`src/rtl/mips_pkg.sv`:
```
`default_nettype none
// ============================================================================
//  Module   : mips_pkg
//  Purpose  : Shared opcodes, ALU/operand codes, FSM state encoding and the
//             control-word layout for the multi-cycle MIPS-subset control unit.
//  Revision : 1.0  initial release
// ============================================================================
package mips_pkg;

    // Opcodes taken from IR[31:26]
    localparam logic [5:0] R_TYPE = 6'b000000;
    localparam logic [5:0] ADDI   = 6'b001000;
    localparam logic [5:0] LW     = 6'b100011;
    localparam logic [5:0] SW     = 6'b101011;
    localparam logic [5:0] BEQ    = 6'b000100;

    // ALU operation select
    localparam logic [2:0] ALU_ADD   = 3'b000;
    localparam logic [2:0] ALU_SUB   = 3'b001;
    localparam logic [2:0] ALU_FUNCT = 3'b010;

    // ALU B operand select
    localparam logic [1:0] SRCB_REG     = 2'b00;
    localparam logic [1:0] SRCB_FOUR    = 2'b01;
    localparam logic [1:0] SRCB_IMM     = 2'b10;
    localparam logic [1:0] SRCB_IMM_SH2 = 2'b11;

    // FSM encoding; values 11..15 are unused and recover to FETCH
    typedef enum logic [3:0] {
        FETCH     = 4'd0,
        DECODE    = 4'd1,
        MEM_ADDR  = 4'd2,
        MEM_READ  = 4'd3,
        MEM_WB    = 4'd4,
        MEM_WRITE = 4'd5,
        EXEC_R    = 4'd6,
        R_WB      = 4'd7,
        EXEC_I    = 4'd8,
        I_WB      = 4'd9,
        BRANCH    = 4'd10
    } state_t;

    // Full control word produced by the output decoder
    typedef struct packed {
        logic       pc_en;
        logic       ir_en;
        logic       iord;
        logic       enr;
        logic       enw;
        logic       br_en;
        logic       reg_dest;
        logic       mux1;
        logic       alu_src_a;
        logic [1:0] alu_src_b;
        logic [2:0] alu_c;
        logic       pc_src;
        logic       instr_done;
    } ctrl_t;

    // True for every opcode this control unit knows how to sequence
    function automatic logic is_supported(input logic [5:0] op);
        return (op == R_TYPE) || (op == ADDI) || (op == LW) ||
               (op == SW)     || (op == BEQ);
    endfunction

endpackage
`default_nettype wire

```
`src/rtl/control_multiciclo_if.sv`:
```
`default_nettype none
// ============================================================================
//  Module   : control_multiciclo_if
//  Purpose  : Bundle between the control unit (master) and the datapath/IR/
//             memory side (slave): status inputs and all control strobes.
//  Revision : 1.0  initial release
// ============================================================================
interface control_multiciclo_if;
    logic [5:0] Opcode;
    logic       Zero;
    logic       MemReady;

    logic       PC_En;
    logic       IR_En;
    logic       IorD;
    logic       EnR;
    logic       EnW;
    logic       BR_En;
    logic       regDest;
    logic       Mux1;
    logic       AluSrcA;
    logic [1:0] AluSrcB;
    logic [2:0] AluC;
    logic       PCSrc;
    logic       Instr_Done;
    logic       Illegal;
    logic [3:0] State;

    modport master (
        input  Opcode, Zero, MemReady,
        output PC_En, IR_En, IorD, EnR, EnW, BR_En, regDest, Mux1,
               AluSrcA, AluSrcB, AluC, PCSrc, Instr_Done, Illegal, State
    );

    modport slave (
        output Opcode, Zero, MemReady,
        input  PC_En, IR_En, IorD, EnR, EnW, BR_En, regDest, Mux1,
               AluSrcA, AluSrcB, AluC, PCSrc, Instr_Done, Illegal, State
    );
endinterface
`default_nettype wire

```
`src/rtl/control_multiciclo_uc_salidas.sv`:
```
`default_nettype none
// ============================================================================
//  Module   : uc_salidas
//  Purpose  : Combinational control-word decoder. Moore outputs come from the
//             state alone; PC_En/IR_En/Instr_Done also follow Zero, MemReady
//             and the decode-time illegal-opcode indication.
//  Revision : 1.0  initial release
// ============================================================================
module uc_salidas
    import mips_pkg::*;
(
    input  state_t state,
    input  logic   zero,
    input  logic   mem_ready,
    input  logic   illegal_op,
    output ctrl_t  ctrl
);

    // Per-state control word; everything not named for a state stays 0
    always_comb begin
        ctrl = '0;
        case (state)
            FETCH: begin
                ctrl.enr       = 1'b1;
                ctrl.iord      = 1'b0;
                ctrl.alu_src_a = 1'b0;
                ctrl.alu_src_b = SRCB_FOUR;
                ctrl.alu_c     = ALU_ADD;
                ctrl.ir_en     = mem_ready;
                ctrl.pc_en     = mem_ready;
            end
            DECODE: begin
                // Branch target is computed here, before the opcode is known
                ctrl.alu_src_a  = 1'b0;
                ctrl.alu_src_b  = SRCB_IMM_SH2;
                ctrl.alu_c      = ALU_ADD;
                ctrl.instr_done = illegal_op;
            end
            MEM_ADDR: begin
                ctrl.alu_src_a = 1'b1;
                ctrl.alu_src_b = SRCB_IMM;
                ctrl.alu_c     = ALU_ADD;
            end
            MEM_READ: begin
                ctrl.enr  = 1'b1;
                ctrl.iord = 1'b1;
            end
            MEM_WB: begin
                ctrl.br_en      = 1'b1;
                ctrl.mux1       = 1'b1;
                ctrl.reg_dest   = 1'b0;
                ctrl.instr_done = 1'b1;
            end
            MEM_WRITE: begin
                ctrl.enw        = 1'b1;
                ctrl.iord       = 1'b1;
                ctrl.instr_done = mem_ready;
            end
            EXEC_R: begin
                ctrl.alu_src_a = 1'b1;
                ctrl.alu_src_b = SRCB_REG;
                ctrl.alu_c     = ALU_FUNCT;
            end
            R_WB: begin
                ctrl.br_en      = 1'b1;
                ctrl.reg_dest   = 1'b1;
                ctrl.mux1       = 1'b0;
                ctrl.instr_done = 1'b1;
            end
            EXEC_I: begin
                ctrl.alu_src_a = 1'b1;
                ctrl.alu_src_b = SRCB_IMM;
                ctrl.alu_c     = ALU_ADD;
            end
            I_WB: begin
                ctrl.br_en      = 1'b1;
                ctrl.reg_dest   = 1'b0;
                ctrl.mux1       = 1'b0;
                ctrl.instr_done = 1'b1;
            end
            BRANCH: begin
                ctrl.alu_src_a  = 1'b1;
                ctrl.alu_src_b  = SRCB_REG;
                ctrl.alu_c      = ALU_SUB;
                ctrl.pc_src     = 1'b1;
                ctrl.pc_en      = zero;
                ctrl.instr_done = 1'b1;
            end
            default: ctrl = '0;
        endcase
    end

endmodule
`default_nettype wire

```
`src/rtl/control_multiciclo.sv`:
```
`default_nettype none
// ============================================================================
//  Module   : control_multiciclo
//  Purpose  : Multi-cycle control unit for the R-type/ADDI/LW/SW/BEQ subset.
//             Holds the state register, next-state logic and the sticky
//             Illegal flag; output decoding lives in uc_salidas.
//  Revision : 1.0  initial release
// ============================================================================
module control_multiciclo
    import mips_pkg::*;
(
    input  logic                 clk,
    input  logic                 rst,
    control_multiciclo_if.master bus
);

    state_t state;
    state_t next_state;
    logic   illegal;
    logic   illegal_op;
    ctrl_t  ctrl;
    ctrl_t  ctrl_gated;

    // Unsupported opcode seen while decoding
    assign illegal_op = (state == DECODE) && !is_supported(bus.Opcode);

    // State register; reset lands in FETCH immediately
    always_ff @(posedge clk or posedge rst) begin
        if (rst) begin
            state <= FETCH;
        end else begin
            state <= next_state;
        end
    end

    // Sticky illegal-opcode flag, cleared only by reset
    always_ff @(posedge clk or posedge rst) begin
        if (rst) begin
            illegal <= 1'b0;
        end else if (illegal_op) begin
            illegal <= 1'b1;
        end
    end

    // Next-state logic; MemReady only matters in the three memory states
    always_comb begin
        next_state = FETCH;
        case (state)
            FETCH:     next_state = bus.MemReady ? DECODE : FETCH;
            DECODE: begin
                case (bus.Opcode)
                    R_TYPE:  next_state = EXEC_R;
                    ADDI:    next_state = EXEC_I;
                    LW, SW:  next_state = MEM_ADDR;
                    BEQ:     next_state = BRANCH;
                    default: next_state = FETCH;
                endcase
            end
            MEM_ADDR:  next_state = (bus.Opcode == LW) ? MEM_READ : MEM_WRITE;
            MEM_READ:  next_state = bus.MemReady ? MEM_WB : MEM_READ;
            MEM_WB:    next_state = FETCH;
            MEM_WRITE: next_state = bus.MemReady ? FETCH : MEM_WRITE;
            EXEC_R:    next_state = R_WB;
            R_WB:      next_state = FETCH;
            EXEC_I:    next_state = I_WB;
            I_WB:      next_state = FETCH;
            BRANCH:    next_state = FETCH;
            default:   next_state = FETCH;
        endcase
    end

    uc_salidas u_salidas (
        .state      (state),
        .zero       (bus.Zero),
        .mem_ready  (bus.MemReady),
        .illegal_op (illegal_op),
        .ctrl       (ctrl)
    );

    // Force every strobe low while reset is held so nothing leaks mid-reset
    always_comb begin
        ctrl_gated = ctrl;
        if (rst) begin
            ctrl_gated = '0;
        end
    end

    assign bus.PC_En      = ctrl_gated.pc_en;
    assign bus.IR_En      = ctrl_gated.ir_en;
    assign bus.IorD       = ctrl_gated.iord;
    assign bus.EnR        = ctrl_gated.enr;
    assign bus.EnW        = ctrl_gated.enw;
    assign bus.BR_En      = ctrl_gated.br_en;
    assign bus.regDest    = ctrl_gated.reg_dest;
    assign bus.Mux1       = ctrl_gated.mux1;
    assign bus.AluSrcA    = ctrl_gated.alu_src_a;
    assign bus.AluSrcB    = ctrl_gated.alu_src_b;
    assign bus.AluC       = ctrl_gated.alu_c;
    assign bus.PCSrc      = ctrl_gated.pc_src;
    assign bus.Instr_Done = ctrl_gated.instr_done;
    assign bus.Illegal    = illegal & ~rst;
    assign bus.State      = rst ? 4'd0 : state;

endmodule
`default_nettype wire

```
`src/flat_wrapper.sv`:
```
// flat-port wrapper written by rule: the top's interface ports become plain ports
module control_multiciclo_flat import mips_pkg::*;
  (clk, rst, bus_Opcode, bus_Zero, bus_MemReady, bus_PC_En, bus_IR_En, bus_IorD, bus_EnR, bus_EnW, bus_BR_En, bus_regDest, bus_Mux1, bus_AluSrcA, bus_AluSrcB, bus_AluC, bus_PCSrc, bus_Instr_Done, bus_Illegal, bus_State);
  control_multiciclo_if bus_i ();
  input  logic clk;
  input  logic rst;
  input wire logic [$bits(bus_i.Opcode)-1:0] bus_Opcode;
  input wire logic [$bits(bus_i.Zero)-1:0] bus_Zero;
  input wire logic [$bits(bus_i.MemReady)-1:0] bus_MemReady;
  output wire logic [$bits(bus_i.PC_En)-1:0] bus_PC_En;
  output wire logic [$bits(bus_i.IR_En)-1:0] bus_IR_En;
  output wire logic [$bits(bus_i.IorD)-1:0] bus_IorD;
  output wire logic [$bits(bus_i.EnR)-1:0] bus_EnR;
  output wire logic [$bits(bus_i.EnW)-1:0] bus_EnW;
  output wire logic [$bits(bus_i.BR_En)-1:0] bus_BR_En;
  output wire logic [$bits(bus_i.regDest)-1:0] bus_regDest;
  output wire logic [$bits(bus_i.Mux1)-1:0] bus_Mux1;
  output wire logic [$bits(bus_i.AluSrcA)-1:0] bus_AluSrcA;
  output wire logic [$bits(bus_i.AluSrcB)-1:0] bus_AluSrcB;
  output wire logic [$bits(bus_i.AluC)-1:0] bus_AluC;
  output wire logic [$bits(bus_i.PCSrc)-1:0] bus_PCSrc;
  output wire logic [$bits(bus_i.Instr_Done)-1:0] bus_Instr_Done;
  output wire logic [$bits(bus_i.Illegal)-1:0] bus_Illegal;
  output wire logic [$bits(bus_i.State)-1:0] bus_State;
  assign bus_i.Opcode = bus_Opcode;
  assign bus_i.Zero = bus_Zero;
  assign bus_i.MemReady = bus_MemReady;
  assign bus_PC_En = bus_i.PC_En;
  assign bus_IR_En = bus_i.IR_En;
  assign bus_IorD = bus_i.IorD;
  assign bus_EnR = bus_i.EnR;
  assign bus_EnW = bus_i.EnW;
  assign bus_BR_En = bus_i.BR_En;
  assign bus_regDest = bus_i.regDest;
  assign bus_Mux1 = bus_i.Mux1;
  assign bus_AluSrcA = bus_i.AluSrcA;
  assign bus_AluSrcB = bus_i.AluSrcB;
  assign bus_AluC = bus_i.AluC;
  assign bus_PCSrc = bus_i.PCSrc;
  assign bus_Instr_Done = bus_i.Instr_Done;
  assign bus_Illegal = bus_i.Illegal;
  assign bus_State = bus_i.State;
  control_multiciclo u_core (.clk(clk), .rst(rst), .bus(bus_i));
endmodule
```
`config.mk`:
```
export PLATFORM = sky130hd
export DESIGN_NAME = control_multiciclo_flat
export DESIGN_NICKNAME = d
export VERILOG_FILES = /design/src/rtl/mips_pkg.sv /design/src/rtl/control_multiciclo_if.sv /design/src/rtl/control_multiciclo_uc_salidas.sv /design/src/rtl/control_multiciclo.sv /design/src/flat_wrapper.sv
export SDC_FILE = /design/constraint.sdc
export NUM_CORES = 1
export LEC_CHECK = 0
export BUFFER_PORTS_ARGS = -buffer_cell sky130_fd_sc_hd__buf_4
export CORE_MARGIN = 1
export CORE_UTILIZATION = 54
export CTS_BUF_LIST = sky130_fd_sc_hd__clkbuf_2 sky130_fd_sc_hd__clkbuf_4 sky130_fd_sc_hd__clkbuf_8
export DETAILED_ROUTE_END_ITERATION = 8
export GPL_ROUTABILITY_DRIVEN = 0
export PLACE_DENSITY_LB_ADDON = 0.2
export SLEW_MARGIN = 20
export SYNTH_ARGS = -nofsm -noshare
export SYNTH_HDL_FRONTEND = slang
export SYNTH_HIERARCHICAL = 1
export SYNTH_SLANG_ARGS = --single-unit
```
`constraint.sdc`:
```
create_clock -name clk -period 3.6 [get_ports clk]
set_clock_uncertainty 0.05 [all_clocks]
set_input_delay 0.36 -clock clk [delete_from_list [all_inputs] [get_ports clk]]
set_output_delay 0.36 -clock clk [all_outputs]
set_load 0.05 [all_outputs]
```
# Yosys cells after proc, flatten, opt, wreduce, memory -nomap -nowiden
# Cells that the tools add are included.
classes:
  eq_ne: 14
  mux: 17
  bitwise: 2
  reduce_logical: 13
ops:
  columns: ["op", "n"]
  rows:
  - ["6-bit case mux with 5 select lines", 1]
  - ["4-bit case mux with 7 select lines", 1]
  - ["4-bit by 3-bit == test with 1-bit output, second input constant", 4]
  - ["16-bit two-way mux", 1]
  - ["4-bit case mux with 4 select lines", 1]
  - ["4-bit == test, second input constant", 3]
  - ["6-bit == test, second input constant", 2]
  - ["3-bit two-way mux", 3]
  - ["3-bit case mux with 3 select lines", 1]
  - ["4-bit by 2-bit == test with 1-bit output, second input constant", 2]
  - ["2-bit OR reduction", 4]
  - ["6-bit by 3-bit == test with 1-bit output, second input constant", 1]
  - ["6-bit by 4-bit == test with 1-bit output, second input constant", 1]
  - ["6-bit zero test", 1]
  - ["1-bit two-way mux", 6]
  - ["4-bit by 1-bit == test with 1-bit output, second input constant", 1]
  - ["4-bit zero test", 1]
  - ["1-bit logical OR", 4]
  - ["4-bit two-way mux", 1]
  - ["4-bit OR reduction", 1]
  - ["1-bit case mux with 3 select lines", 1]
  - ["1-bit case mux with 2 select lines", 1]
  - ["1-bit bitwise AND", 1]
  - ["1-bit logical AND", 1]
  - ["other kinds (2)", 2]
totals:
  register_bits: 5
  in_bits: 10
  output_inout_bits: 21
  elab_cells: 48

# Logic depth before layout (Yosys ltp)
depth:
  depth_word: 9
  depth_mapped: 7
  mapped_depth_nobuf: 6

# By module
# The synthesis kept the hierarchy.
modules_own_cells:
  columns: ["mod", "instances", "cells_per_inst", "area_each_um2"]
  rows:
  - ["control_multiciclo", 1, 69, 573.0]
  - ["uc_salidas", 1, 41, 256.5]

# Least setup slack after synthesis
# No wires, ideal clock.
synth_path:
  kind: "register to output"
  from: "reg u_core.state[2]"
  to: "out bus_Instr_Done"
  arrival_ps: 2102
  slack_ps: 1088
  path_stages_with_launch: 8
  cell_sequence: "dfrtp_1 > buf_4 > nor2_1 > nand3b_1 > nor3_1 > nor3_1 > a2111oi_2 > nor2b_1"
synth_lines:
  columns: ["item", "line", "text"]
  rows:
  - ["from (decl)", "control_multiciclo.sv:17", "state_t state;"]
  - ["from (signal assigned)", "control_multiciclo.sv:32", "state <= next_state;"]
  - ["to (decl)", "flat_wrapper.sv:22", "output wire logic [$bits(bus_i.Instr_Done)-1:0] bus_Instr_Done;"]

==> out/metrics.yaml <==
rows: 13
power_density_nw_per_um2: 283
h-tree-depth: 1
ff2ff_setup_slack_ps: 1860
crit_family: "simple AND/OR/NAND/NOR gates"
final_nets: 144
status: "complete, no violations"
grt_usage: 0.229
die_w_um: 41.2
grt-ovfl-total: 0
cts.sinks: 5
syn-num-nets: 120
dp.final_hpwl_mm: 1.25
setup_viol: 0
end_kind: "output port"
synth-main-ff-cell: "dfrtp_1"
viasPerCell: 5.83
crit_buf_inv: 1
async_flop_share: 1.00
fmax_mhz: 378
grt_max_degree: 29
cpMostUsedCell: "nor3_1"
antenna_cells_inserted: 0
die-area_um2: 1700
start_util: 0.607
finalNonFillerCells: 148
ant_nets: 0
hold_violations: 0
synth.yosys.warnings: 6
max_stage_delay_ps: 640
crit_path_cell_trace: "nor2_1 -> nand3b_1 -> nor3_1 -> nor3_1 -> a2111oi_2 -> nor2b_1 -> buf_4"
io_pins: 31
ctsHoldBuffers: 0
hold_class: "input pin to async pin"
drtPass1Iterations: 4
finalSetupTns_ps: 0
worst-slew-pin-transition_ps: 926
post-cts-setup-buffer-count: 0
final_common_cell: "buf_4"
yosysSeqAreaShare: 0.151
post_drt_wl_per_cell_um: 11.9
synth_top_area_share: 0.158
drive_gt1_frac: 0.308
vdd_drop_max_mv: 0.431
clockBufferDepth: 2
cts-root-buf: "clkbuf_4"
cts_buffers: 3
port_buffers: 29
clk_latency_ps: 240
ys_ff_latch: 5
post-route-period-util: 0.736
layout.cells.most_common_list: "buf_4 (30), nor2b_1 (21), nor2_1 (9), nor3_1 (9), dfrtp_1 (5)"
min_period_ps: 2650
area_delta_synth_final_pct: 24.3
antenna_found_initial: 0
hold_slack_ps: 74.9
drtIter0Drc: 24
place_inst: 144
critPathKind: "flip-flop to output port"
p_total_mw: 0.292
max_slew_margin: 0.382
path_max_fanout: 25
cp.arrival_ps: 2240
critPathRequiredTime_ps: 3190
maxCapViolations: 0
synth.distinct_cells: 40
cts_tree: "yes"
grt_setup_unrepaired: "no"
drc: 0
vias: 863
postSynthCellCount: 110
synthTopCellsByArea: "nor2b_1 (16%), dfrtp_1 (15%), nor3_1 (5.4%)"
synth-edff-count: 0
p_leak_nw: 0.469
num-fill-cells: 118
syn_area_um2: 830
die_h_um: 41.2
start_kind: "flip-flop"
yosys.area.top_type: "nor2b_1"
coreArea_um2: 1370
avgSynthCellArea_um2: 7.54
drt_wl_total_mm: 1.76
clkTransAtPathRegs_ps: 40
grt_pass1_wl_mm: 2.56
grt_pass1_vias: 590
crit_slowest_cell: "dfrtp_1"
slew_viol_final: 0
postCtsResizedCells: 0
report_power, final:
group	total (mW)	switching (mW)	internal (mW)	leakage (nW)
clock network	0.0704	0.0211	0.0493	0.0184
registers	0.0704	0.0107	0.0597	0.0624
logic	0.151	0.0935	0.0574	0.388
synth_stat cells, types with 2 or more instances:
master	number
nor2b_1	21
nor2_1	9
nor3_1	9
dfrtp_1	5
a211oi_1	4
a21oi_1	3
buf_2	3
buf_4	3
inv_1	3
nand2_1	3
nand3b_1	3
nand4b_1	3
nor4b_1	3
o21ai_0	3
or2b_2	3
xor2_1	3
a211o_1	2
a31oi_1	2
buf_6	2
clkbuf_1	2
nand2b_1	2
worst paths after layout:
| check | from | to | depth (start not counted) |
|---|---|---|---|
| setup / recovery | u_core/state[3] | bus_Instr_Done | 7 |
| hold / removal | rst | u_core/state[0] | 2 |
| setup reg to reg | u_core/state[1] | u_core/state[2] | 3 |
| hold reg to reg | u_core/illegal | u_core/illegal | 2 |
| max in group asynchronous | rst | u_core/state[2] | 2 |
| min in group clk | u_core/illegal | u_core/illegal | 2 |
stage by stage:
step / setup slack (ps) / instance area [µm²] / utilization
final: 951 / 1030 / 0.755
after global placement: 1270 / 1000 / 0.733
after detailed placement: 1210 / 1000 / 0.733
after floorplan: 1090 / 830 / -
after global routing: 674 / 1030 / 0.755
after CTS: 938 / 1030 / 0.755
layer usage:
layer / vias to the layer above / wire [µm] / GRT usage / part of all wire
met3: 0 / 101 / 0.0652 / 0.057
met4: 0 / 0 / 0.0484 / 0
met1: 388 / 732 / 0.303 / 0.42
met2: 33 / 928 / 0.367 / 0.53
li1: 442 / - / - / -
met5: - / 0 / 0 / 0
state kept, by name (all words and copies together) (netlist names):
signal / count
u_core/state: 4
u_core/illegal: 1
worst register-to-register path: stages (launching register included):
cell and delay, ps:
dfrtp_1 820, or4b_1 500, a31oi_1 170, a311o_1 130
cells by family (layout without fill, tap and decap cells):
logic type                count (synthesis)  in the layout  share of synthesized area
AOI/OAI and AO/OA                        20             20                      0.186
xor gates and xnor gates                  3              3                     0.0317
buffers and inverters                    14             37                      0.101
DFF                                       5              5                      0.151
other                                     1              1                    0.00452
and+or+nand+nor                          67             67                      0.526
cell type report:
cell class | instances | area, µm² | share of cell area
sequential | 5 | 125 | 0.121
multi-input combinational | 91 | 621 | 0.602
tap | 15 | 18.8 | 0.0182
timing repair buffer | 30 | 225 | 0.218
clock buffer | 4 | 30.0 | 0.0291
inverter | 3 | 11.3 | 0.0109
Power figures use the tool's default switching activity.
